[src/rtl/lsu_bus_master.sv]
// ============================================================================
// Module   : lsu_bus_master
// Brief    : MEM-stage load/store initiator on a valid/ready word bus with
//            byte enables, lane shifting and load alignment/extension.
//            Optional LSU_MISALIGN_SPLIT_EN splits word-crossing accesses.
// Revision : 1.0 - initial release
// ============================================================================
`default_nettype none

module lsu_bus_master #(
  parameter int WIDTH = 32,
  parameter int AW    = 30
) (
  input  logic             clk,
  input  logic             rst,
  input  logic             CE,
  input  logic             MemRead,
  input  logic             MemWrite,
  input  logic [2:0]       MemLen,
  input  logic [WIDTH-1:0] addr,
  input  logic [WIDTH-1:0] in,
  output logic [WIDTH-1:0] out,
  output logic             stall,
  output logic             done,
  output logic             misalign,
  output logic             bus_req_valid,
  input  logic             bus_req_ready,
  output logic             bus_we,
  output logic [AW-1:0]    bus_addr,
  output logic [3:0]       bus_byteen,
  output logic [WIDTH-1:0] bus_wdata,
  input  logic             bus_rsp_valid,
  input  logic [WIDTH-1:0] bus_rdata
);

  typedef enum logic [2:0] {
    S_IDLE = 3'd0,
    S_REQ  = 3'd1,
    S_RSP  = 3'd2,
`ifdef LSU_MISALIGN_SPLIT_EN
    S_REQ2 = 3'd3,
    S_RSP2 = 3'd4,
`endif
    S_DONE = 3'd5
  } state_t;

  state_t           r_state;
  logic [1:0]       r_off;
  logic [2:0]       r_len;

  logic             w_req;
  logic [1:0]       w_off;
  logic             w_is_byte;
  logic             w_is_half;
  logic [7:0]       w_be8;
  logic [WIDTH-1:0] w_in_m;
  logic             w_misal;

  assign w_req     = (MemRead | MemWrite) & CE;
  assign w_off     = addr[1:0];
  assign w_is_byte = (MemLen[1:0] == 2'b01);
  assign w_is_half = (MemLen[1:0] == 2'b10);
  // Two-word lane map: bits [7:4] are lanes that spill into the next word.
  assign w_be8     = (w_is_byte ? 8'h01 : (w_is_half ? 8'h03 : 8'h0F)) << w_off;
  assign w_in_m    = in & (w_is_byte ? {{(WIDTH-8){1'b0}}, 8'hFF} :
                           w_is_half ? {{(WIDTH-16){1'b0}}, 16'hFFFF} :
                                       {WIDTH{1'b1}});

`ifdef LSU_MISALIGN_SPLIT_EN
  logic [2*WIDTH-1:0] w_wdata_x;
  logic               w_split;
  logic               r_split;
  logic [3:0]         r_be_hi;
  logic [WIDTH-1:0]   r_wdata_hi;
  logic [WIDTH-1:0]   r_rdata_lo;
  assign w_wdata_x = {{WIDTH{1'b0}}, w_in_m} << {w_off, 3'b000};
  assign w_split   = |w_be8[7:4];
  assign w_misal   = 1'b0;
`else
  logic [WIDTH-1:0] w_wdata_x;
  assign w_wdata_x = w_in_m << {w_off, 3'b000};
  assign w_misal   = (|w_be8[7:4]) | (w_is_half & w_off[0]);
`endif

  assign stall = ((r_state == S_IDLE) && w_req) ||
                 ((r_state != S_IDLE) && (r_state != S_DONE));

  // d holds {beat2, beat1}; the result is the addressed bytes, extended.
  function automatic logic [WIDTH-1:0] f_extract(input logic [2*WIDTH-1:0] d,
                                                 input logic [1:0]         off,
                                                 input logic [2:0]         len);
    logic [WIDTH-1:0] s;
    s = WIDTH'(d >> {off, 3'b000});
    case (len[1:0])
      2'b01:   f_extract = {{(WIDTH-8){len[2] & s[7]}}, s[7:0]};
      2'b10:   f_extract = {{(WIDTH-16){len[2] & s[15]}}, s[15:0]};
      default: f_extract = s;
    endcase
  endfunction

  always_ff @(posedge clk) begin
    if (rst) begin
      r_state       <= S_IDLE;
      r_off         <= 2'b00;
      r_len         <= 3'b000;
      out           <= '0;
      done          <= 1'b0;
      misalign      <= 1'b0;
      bus_req_valid <= 1'b0;
      bus_we        <= 1'b0;
      bus_addr      <= '0;
      bus_byteen    <= 4'b0000;
      bus_wdata     <= '0;
`ifdef LSU_MISALIGN_SPLIT_EN
      r_split       <= 1'b0;
      r_be_hi       <= 4'b0000;
      r_wdata_hi    <= '0;
      r_rdata_lo    <= '0;
`endif
    end else begin
      done     <= 1'b0;
      misalign <= 1'b0;
      case (r_state)
        S_IDLE: begin
          if (w_req) begin
            r_off <= w_off;
            r_len <= MemLen;
            if (w_misal) begin
              r_state  <= S_DONE;
              done     <= 1'b1;
              misalign <= 1'b1;
            end else begin
              r_state       <= S_REQ;
              bus_req_valid <= 1'b1;
              bus_we        <= MemWrite;
              bus_addr      <= addr[AW+1:2];
              bus_byteen    <= w_be8[3:0];
              bus_wdata     <= w_wdata_x[WIDTH-1:0];
`ifdef LSU_MISALIGN_SPLIT_EN
              r_split       <= w_split;
              r_be_hi       <= w_be8[7:4];
              r_wdata_hi    <= w_wdata_x[2*WIDTH-1:WIDTH];
`endif
            end
          end
        end
        S_REQ: begin
          if (bus_req_ready) begin
            bus_req_valid <= 1'b0;
            r_state       <= S_RSP;
          end
        end
        S_RSP: begin
          if (bus_rsp_valid) begin
`ifdef LSU_MISALIGN_SPLIT_EN
            if (r_split) begin
              r_rdata_lo    <= bus_rdata;
              r_state       <= S_REQ2;
              bus_req_valid <= 1'b1;
              bus_addr      <= bus_addr + {{(AW-1){1'b0}}, 1'b1};
              bus_byteen    <= r_be_hi;
              bus_wdata     <= r_wdata_hi;
            end else
`endif
            begin
              if (!bus_we) out <= f_extract({{WIDTH{1'b0}}, bus_rdata}, r_off, r_len);
              done    <= 1'b1;
              r_state <= S_DONE;
            end
          end
        end
`ifdef LSU_MISALIGN_SPLIT_EN
        S_REQ2: begin
          if (bus_req_ready) begin
            bus_req_valid <= 1'b0;
            r_state       <= S_RSP2;
          end
        end
        S_RSP2: begin
          if (bus_rsp_valid) begin
            if (!bus_we) out <= f_extract({bus_rdata, r_rdata_lo}, r_off, r_len);
            done    <= 1'b1;
            r_state <= S_DONE;
          end
        end
`endif
        S_DONE:  r_state <= S_IDLE;
        default: r_state <= S_IDLE;
      endcase
    end
  end

endmodule

`default_nettype wire

[config.mk]
export PLATFORM = sky130hd
export DESIGN_NAME = lsu_bus_master
export DESIGN_NICKNAME = d
export VERILOG_FILES = /design/src/rtl/lsu_bus_master.sv
export SDC_FILE = /design/constraint.sdc
export NUM_CORES = 1
export LEC_CHECK = 0
export ABC_AREA = 1
export ABC_CLOCK_PERIOD_IN_PS = 3200
export CAP_MARGIN = 40
export CORE_UTILIZATION = 45
export CTS_CLUSTER_SIZE = 25
export DETAILED_ROUTE_END_ITERATION = 7
export PLACE_DENSITY = 0.85
export SYNTH_ARGS = -nofsm -noshare
export SYNTH_HDL_FRONTEND = slang
export SYNTH_SLANG_ARGS = --single-unit
[constraint.sdc]
create_clock -name clk -period 3.2 [get_ports clk]
set_input_delay 0.32 -clock clk [delete_from_list [all_inputs] [get_ports clk]]
set_output_delay 0.32 -clock clk [all_outputs]
set_load 0.01 [all_outputs]
## After elaboration in Yosys (flattened, before gate mapping)

Cells that the tools add are included.

| word-level totals | value |
|---|---|
| word-level logic and storage cells | 66 |
| output and inout port bits | 103 |
| flip-flop bits (word level) | 110 |

| cells by class | value |
|---|---|
| equality and inequality tests | 11 |
| shift-type cells | 3 |
| mux-type cells | 18 |
| reductions and logical operators | 13 |
| bitwise logic cells | 10 |

Operators by type and width:

| operator | number |
|---|---|
| $mux W32 | 2 |
| $pmux W32 S2 | 1 |
| $and A32 B32 Y32 | 1 |
| $shl A32 B5 Y32 | 1 |
| $shr A32 B5 Y32 | 1 |
| $mux W3 | 4 |
| $pmux W3 S3 | 1 |
| $reduce_and A3 Y1 | 3 |
| $mux W4 | 2 |
| $ne A2 B2 Y1 const B | 4 |
| $shl A4 B2 Y8 | 1 |
| $mux W1 | 6 |
| $and A1 B1 Y1 | 4 |
| $eq A2 B1 Y1 const B | 2 |
| $eq A2 B2 Y1 const B | 2 |
| $pmux W1 S2 | 2 |
| $reduce_and A4 Y1 | 1 |
| $reduce_or A4 Y1 | 1 |
| $eq A3 B1 Y1 const B | 1 |
| $eq A3 B2 Y1 const B | 1 |
| $logic_not A3 Y1 | 1 |
| $ne A3 B3 Y1 const B | 1 |
| $not A1 Y1 | 3 |
| $reduce_bool A3 Y1 | 1 |
| 6 further kinds | 8 |

## Logic depth before layout (Yosys ltp)

| depth | value |
|---|---|
| depth after elaboration | 9 |
| depth in mapped cells | 12 |

## Worst setup path before layout

OpenSTA, ideal clock, no wires.

| timing path | value |
|---|---|
| path kind | input -> register |
| from | input port MemLen[0] |
| to | register bus_we |
| arrival | 1.462 ns |
| stages | 9 |
| library setup time | 0.064 ns |
| path buffers | 2 |
| path slack | 1.673 ns |
| cells stage by stage | inv_1 > ha_1 > o21ai_2 > nand2_1 > nor2_4 > buf_6 > buf_6 > nor2_1 > nor2_1 |

| on the way | value |
|---|---|
| word-level cells in the longest chain between the ends | 8 |
| elaborated cells on any way between the ends | 10 |
| classes of those cells | eq/ne: 2; shift: 1; mux: 2; bitwise: 3; reduce/logical: 2 |

Ends and longest elaborated chain:

| element | RTL line | source |
|---|---|---|
| start, declared | 19 | `input logic [2:0] MemLen,` |
| $eq A2 B2 Y1 | 62 | `assign w_is_half = (MemLen[1:0] == 2'b10);` |
| $mux W4 (2 in series) | 64 | `assign w_be8 = (w_is_byte ? 8'h01 : (w_is_half ? 8'h03 : 8'h0F)) << w_off;` |
| $shl A4 B2 Y8 | 64 |  |
| $reduce_or A4 Y1 | 82 | `assign w_misal = (\|w_be8[7:4]) \| (w_is_half & w_off[0]);` |
| $or A1 B1 Y1 (*) | 82 |  |
| $not A1 Y1 (no line) (*) | - |  |
| $reduce_and A3 Y1 (no line) (*) | - |  |
| end signal, assigned | 135 | `bus_we <= MemWrite;` |
| end, declared | 28 | `output logic bus_we,` |

Mark *: on every way between the ends. The rest lies on a longest branch, timed or not.
A chain may end at the register's enable or synchronous reset.

## Worst setup path in the final report

| timing path | value |
|---|---|
| from | input port CE |
| to | output port stall |

| on the way | value |
|---|---|
| word-level cells in the longest chain between the ends | 3 |

Ends and longest elaborated chain:

| element | RTL line | source |
|---|---|---|
| start, declared | 16 | `input logic CE,` |
| $and A1 B1 Y1 | 59 | `assign w_req = (MemRead \| MemWrite) & CE;` |
| $logic_and A1 B1 Y1 | 85 | `assign stall = ((r_state == S_IDLE) && w_req) \|\|` |
| $logic_or A1 B1 Y1 | 85 |  |
| end, declared | 23 | `output logic stall,` |

No other way between the ends.

==> results.md <==
* Crit-path leading delay family: buffers and inverters
* Die Height at 112 um
* Final Hold Fails at 0
* Sequential share of power at 42.2%
* Number of H-tree levels at 3
* Slew margin rel. at 41.1%
* Total of endpoints with negative setup slack in the final report at 0
* Part of the Yosys area used for sequential elements at 40.7%
* Routed wirelength normalized by instance count at 14.1 um
* Wl on met1 at 6950 um
* Setup repair after global routing missed its margin: no
* Vias in the first global route at 5403
* Endpoint kind of the worst setup timing path: output pin
* Num CTS Buffers at 9
* Synth Warn # at 0
* Total power draw at 3.62 mW
* Proportion of layout cells with a drive suffix above 1 at 4.11%
* Drt drc at 12
* Filler cell count at 985
* Kind of path behind the tightest hold check: flip-flop to flip-flop
* TritonCTS clock tree: done
* Number of antenna violations at the first check in global routing at 0
* Netlist area before placement at 5410 sq um
* Net count, final at 1126
* Fraction of power consumed by combinational cells at 26.1%
* Post-synth net total at 948
* Psw at 1.11 mW
* Total number of vias at 5929
* Floorplan core area at 11600 sq um
* GPL Wtd Cong at 0.914
* Tmin final at 2.27 ns
* Root cell of the clock tree: sky130_fd_sc_hd__clkbuf_16
* First-pass GRT wire length at 26200 um
* Floorplan die area at 12500 sq um
* Clock edge transition at the registers on the reported setup and hold paths at 0.07 ns
* Critical path arrival at 1.95 ns
* Buffers inserted during post-CTS setup optimization at 0
* Count of clock tree sinks at 110
* Summed negative setup slack over all endpoints at 0 ns
* Post_cts resized at 0
* Status: finished, violations left
* Detail-routed via count per cell at 5.09
* Type of the worst setup path: input port to output pin
* Worst-skew pair later-pin latency at 0.36 ns
* Leakage at 3.32 nW
* Internal power component at 2.51 mW
* Failing checks: design-rule violations
* Pin count of the biggest net entering global routing at 57
* Library cell contributing the largest single delay on the critical path: sky130_fd_sc_hd__clkdlybuf4s50_1
* Required time worst endpoint at 2.88 ns
* Storage cell area at 2200 sq um
* Count of buffer and inverter cells on the critical path at 3
* Highest metal layer used by the detailed router: met4
* Effective utilization at floorplan at 46.8%
* Met3 Routed Length at 1290 um
* Cells along the critical path: clkdlybuf4s50_1 -> inv_1 -> nor2_1 -> nor2_1 -> a31oi_1 -> clkdlybuf4s50_1
* Number of synthesized register bits at 110
* Final wirelength at 16400 um
* Final slew viol count at 0
* Synthesized area per cell at 6.45 sq um
* # hold bufs at CTS at 0
* Maximum fanout along the worst path at 2
* Antenna Cells at 0
* Cell Rows at 39
* 1st-pass router iterations at 7
* CTS Buffer Depth at 2
* DPL Wire Length at 11300 um
* Maximum ir drop on the vdd rail at 0.000318 V
* Antenna Nets Post-Route at 0
* Share of the clock period used by the worst path after layout at 71.0%
* Part of the power in the clock network at 31.7%
* Global-route total usage across every layer at 26.2%
* Power density of the placed cells at 465 nW/um^2
* DIE WIDTH at 112 um
* Reported max-cap violation count at 0
* Fmax at 440 MHz
* Worst setup SP type: input port
* Global route overflow at 0
* Crit-path max cell delay at 0.58 ns
* Detailed router's first-iteration violation count at 425
* Cell count after synthesis at 838
* Met2 Routed Length at 7670 um
* Transition time at the pin with the least slew margin at 0.881 ns
* Synth unique cells at 27
* Post-Route Skew at 0.00999 ns
* Port Buffer Count at 208
* Switching fraction of total power at 30.7%
* Area of the multi-input gates at 2700 sq um
* Synth-to-layout area growth at 44.1%
* IO Count at 209
[worst paths after layout]
check             cells past startpoint  slack, ns                    endpoint                        from
setup / recovery                      6       0.93                       stall                          CE
hold reg to reg                       2       0.44  bus_req_valid$_SDFFE_PP0P_  bus_req_valid$_SDFFE_PP0P_
hold / removal                        2       0.44  bus_req_valid$_SDFFE_PP0P_  bus_req_valid$_SDFFE_PP0P_
setup reg to reg                      8       0.94        out[31]$_SDFFE_PP0P_       r_off[0]$_SDFFE_PP0P_
[cell families after synthesis]
logic type | share of synthesized area, %
buf+inv | 9.32
compound gates | 14.6
fa+ha+maj | 0.926
flops | 40.7
simple gates | 34.5
[per-stage QoR]
step	util, %	setup WS, ns	hold slack [ns]	cells	area, sq um
floorplan	-	1.67	0.430	838	5410
global placement	64.8	0.767	0.432	1148	7490
detailed placement	64.8	0.706	0.436	1148	7490
CTS	67.4	0.941	0.447	1164	7790
global route	67.4	0.730	0.471	1164	7790
finish	67.4	0.929	0.443	1164	7790
[layout make-up]
cell class / instances / share of cell area [%]
Clock buffer: 12 / 3.42
Tap cell: 143 / 2.30
Inverter: 59 / 2.86
Sequential cell: 110 / 28.3
Clock inverter: 4 / 0.482
Timing Repair Buffer: 219 / 28.0
Multi-Input combinational cell: 617 / 34.7
[cells in the mapped netlist]
master                     number  area (sq um)
sky130_fd_sc_hd__buf_1          4          15.0
sky130_fd_sc_hd__nor3_2         1          10.0
sky130_fd_sc_hd__clkinv_2       1          5.00
sky130_fd_sc_hd__nand2_1      194           728
sky130_fd_sc_hd__o21ai_0       80           400
sky130_fd_sc_hd__nand4_2        1          12.5
sky130_fd_sc_hd__clkbuf_1      17          63.8
sky130_fd_sc_hd__buf_4          4          30.0
sky130_fd_sc_hd__inv_1         53           199
sky130_fd_sc_hd__a211oi_1       1          7.51
sky130_fd_sc_hd__buf_2         21           105
sky130_fd_sc_hd__nand2_2        1          6.26
sky130_fd_sc_hd__dfxtp_1      110          2200
sky130_fd_sc_hd__inv_2          4          15.0
sky130_fd_sc_hd__o21ai_1        1          5.00
sky130_fd_sc_hd__a31oi_1        1          6.26
sky130_fd_sc_hd__buf_6          6          67.6
sky130_fd_sc_hd__clkinv_1       1          3.75
sky130_fd_sc_hd__nand3_2        1          10.0
sky130_fd_sc_hd__nand3_1       69           345
sky130_fd_sc_hd__nor2_1       184           691
sky130_fd_sc_hd__a21oi_1       72           360
sky130_fd_sc_hd__nand3b_1       2          15.0
sky130_fd_sc_hd__nor2_4         3          33.8
sky130_fd_sc_hd__nand2_4        1          11.3
sky130_fd_sc_hd__o21ai_2        1          8.76
sky130_fd_sc_hd__ha_1           4          50.1
[power by group through the flow]
stage               Combinational [mW]  Sequential (mW)  Clock [mW]
floorplan                        0.493             1.59           0
global placement                 0.924             1.56           0
detailed placement               0.931             1.56           0
CTS                              0.939             1.53        1.16
global route                      1.04             1.54        1.22
finish                           0.945             1.53        1.15
[flip-flops by register name, indices dropped and copies added (netlist names)]
signal / count
bus_byteen: 4
out: 32
bus_wdata: 32
r_off: 2
bus_we: 1
r_state: 3
bus_addr: 30
done: 1
bus_req_valid: 1
r_len: 3
misalign: 1
[cells in the final DEF (no fill, tap or decap), types with 2 or more instances in the layout]
cell type	instances
sky130_fd_sc_hd__a21oi_1	72
sky130_fd_sc_hd__buf_12	2
sky130_fd_sc_hd__nand3_1	69
sky130_fd_sc_hd__nand2_1	194
sky130_fd_sc_hd__o21ai_0	80
sky130_fd_sc_hd__nor2_4	3
sky130_fd_sc_hd__nor2_1	184
sky130_fd_sc_hd__ha_1	4
sky130_fd_sc_hd__clkinv_4	3
sky130_fd_sc_hd__clkbuf_8	3
sky130_fd_sc_hd__inv_1	53
sky130_fd_sc_hd__clkdlybuf4s50_1	207
sky130_fd_sc_hd__nand3b_1	2
sky130_fd_sc_hd__inv_2	4
sky130_fd_sc_hd__clkbuf_16	9
sky130_fd_sc_hd__dfxtp_1	110
sky130_fd_sc_hd__buf_4	9
[metal layers]
metal | vias to the layer above | track usage, %
met1 | 2620 | 32.8
li1 | 3017 | -
met5 | - | 0
met2 | 254 | 43.1
met4 | 0 | 11.4
met3 | 38 | 6.15
[tightest hold or removal path, cell delays in order (launching register included)]
cell                      delay (ns)
sky130_fd_sc_hd__dfxtp_1        0.31
sky130_fd_sc_hd__inv_1          0.04
sky130_fd_sc_hd__a21oi_1        0.05
Power figures use the tool's default switching activity.
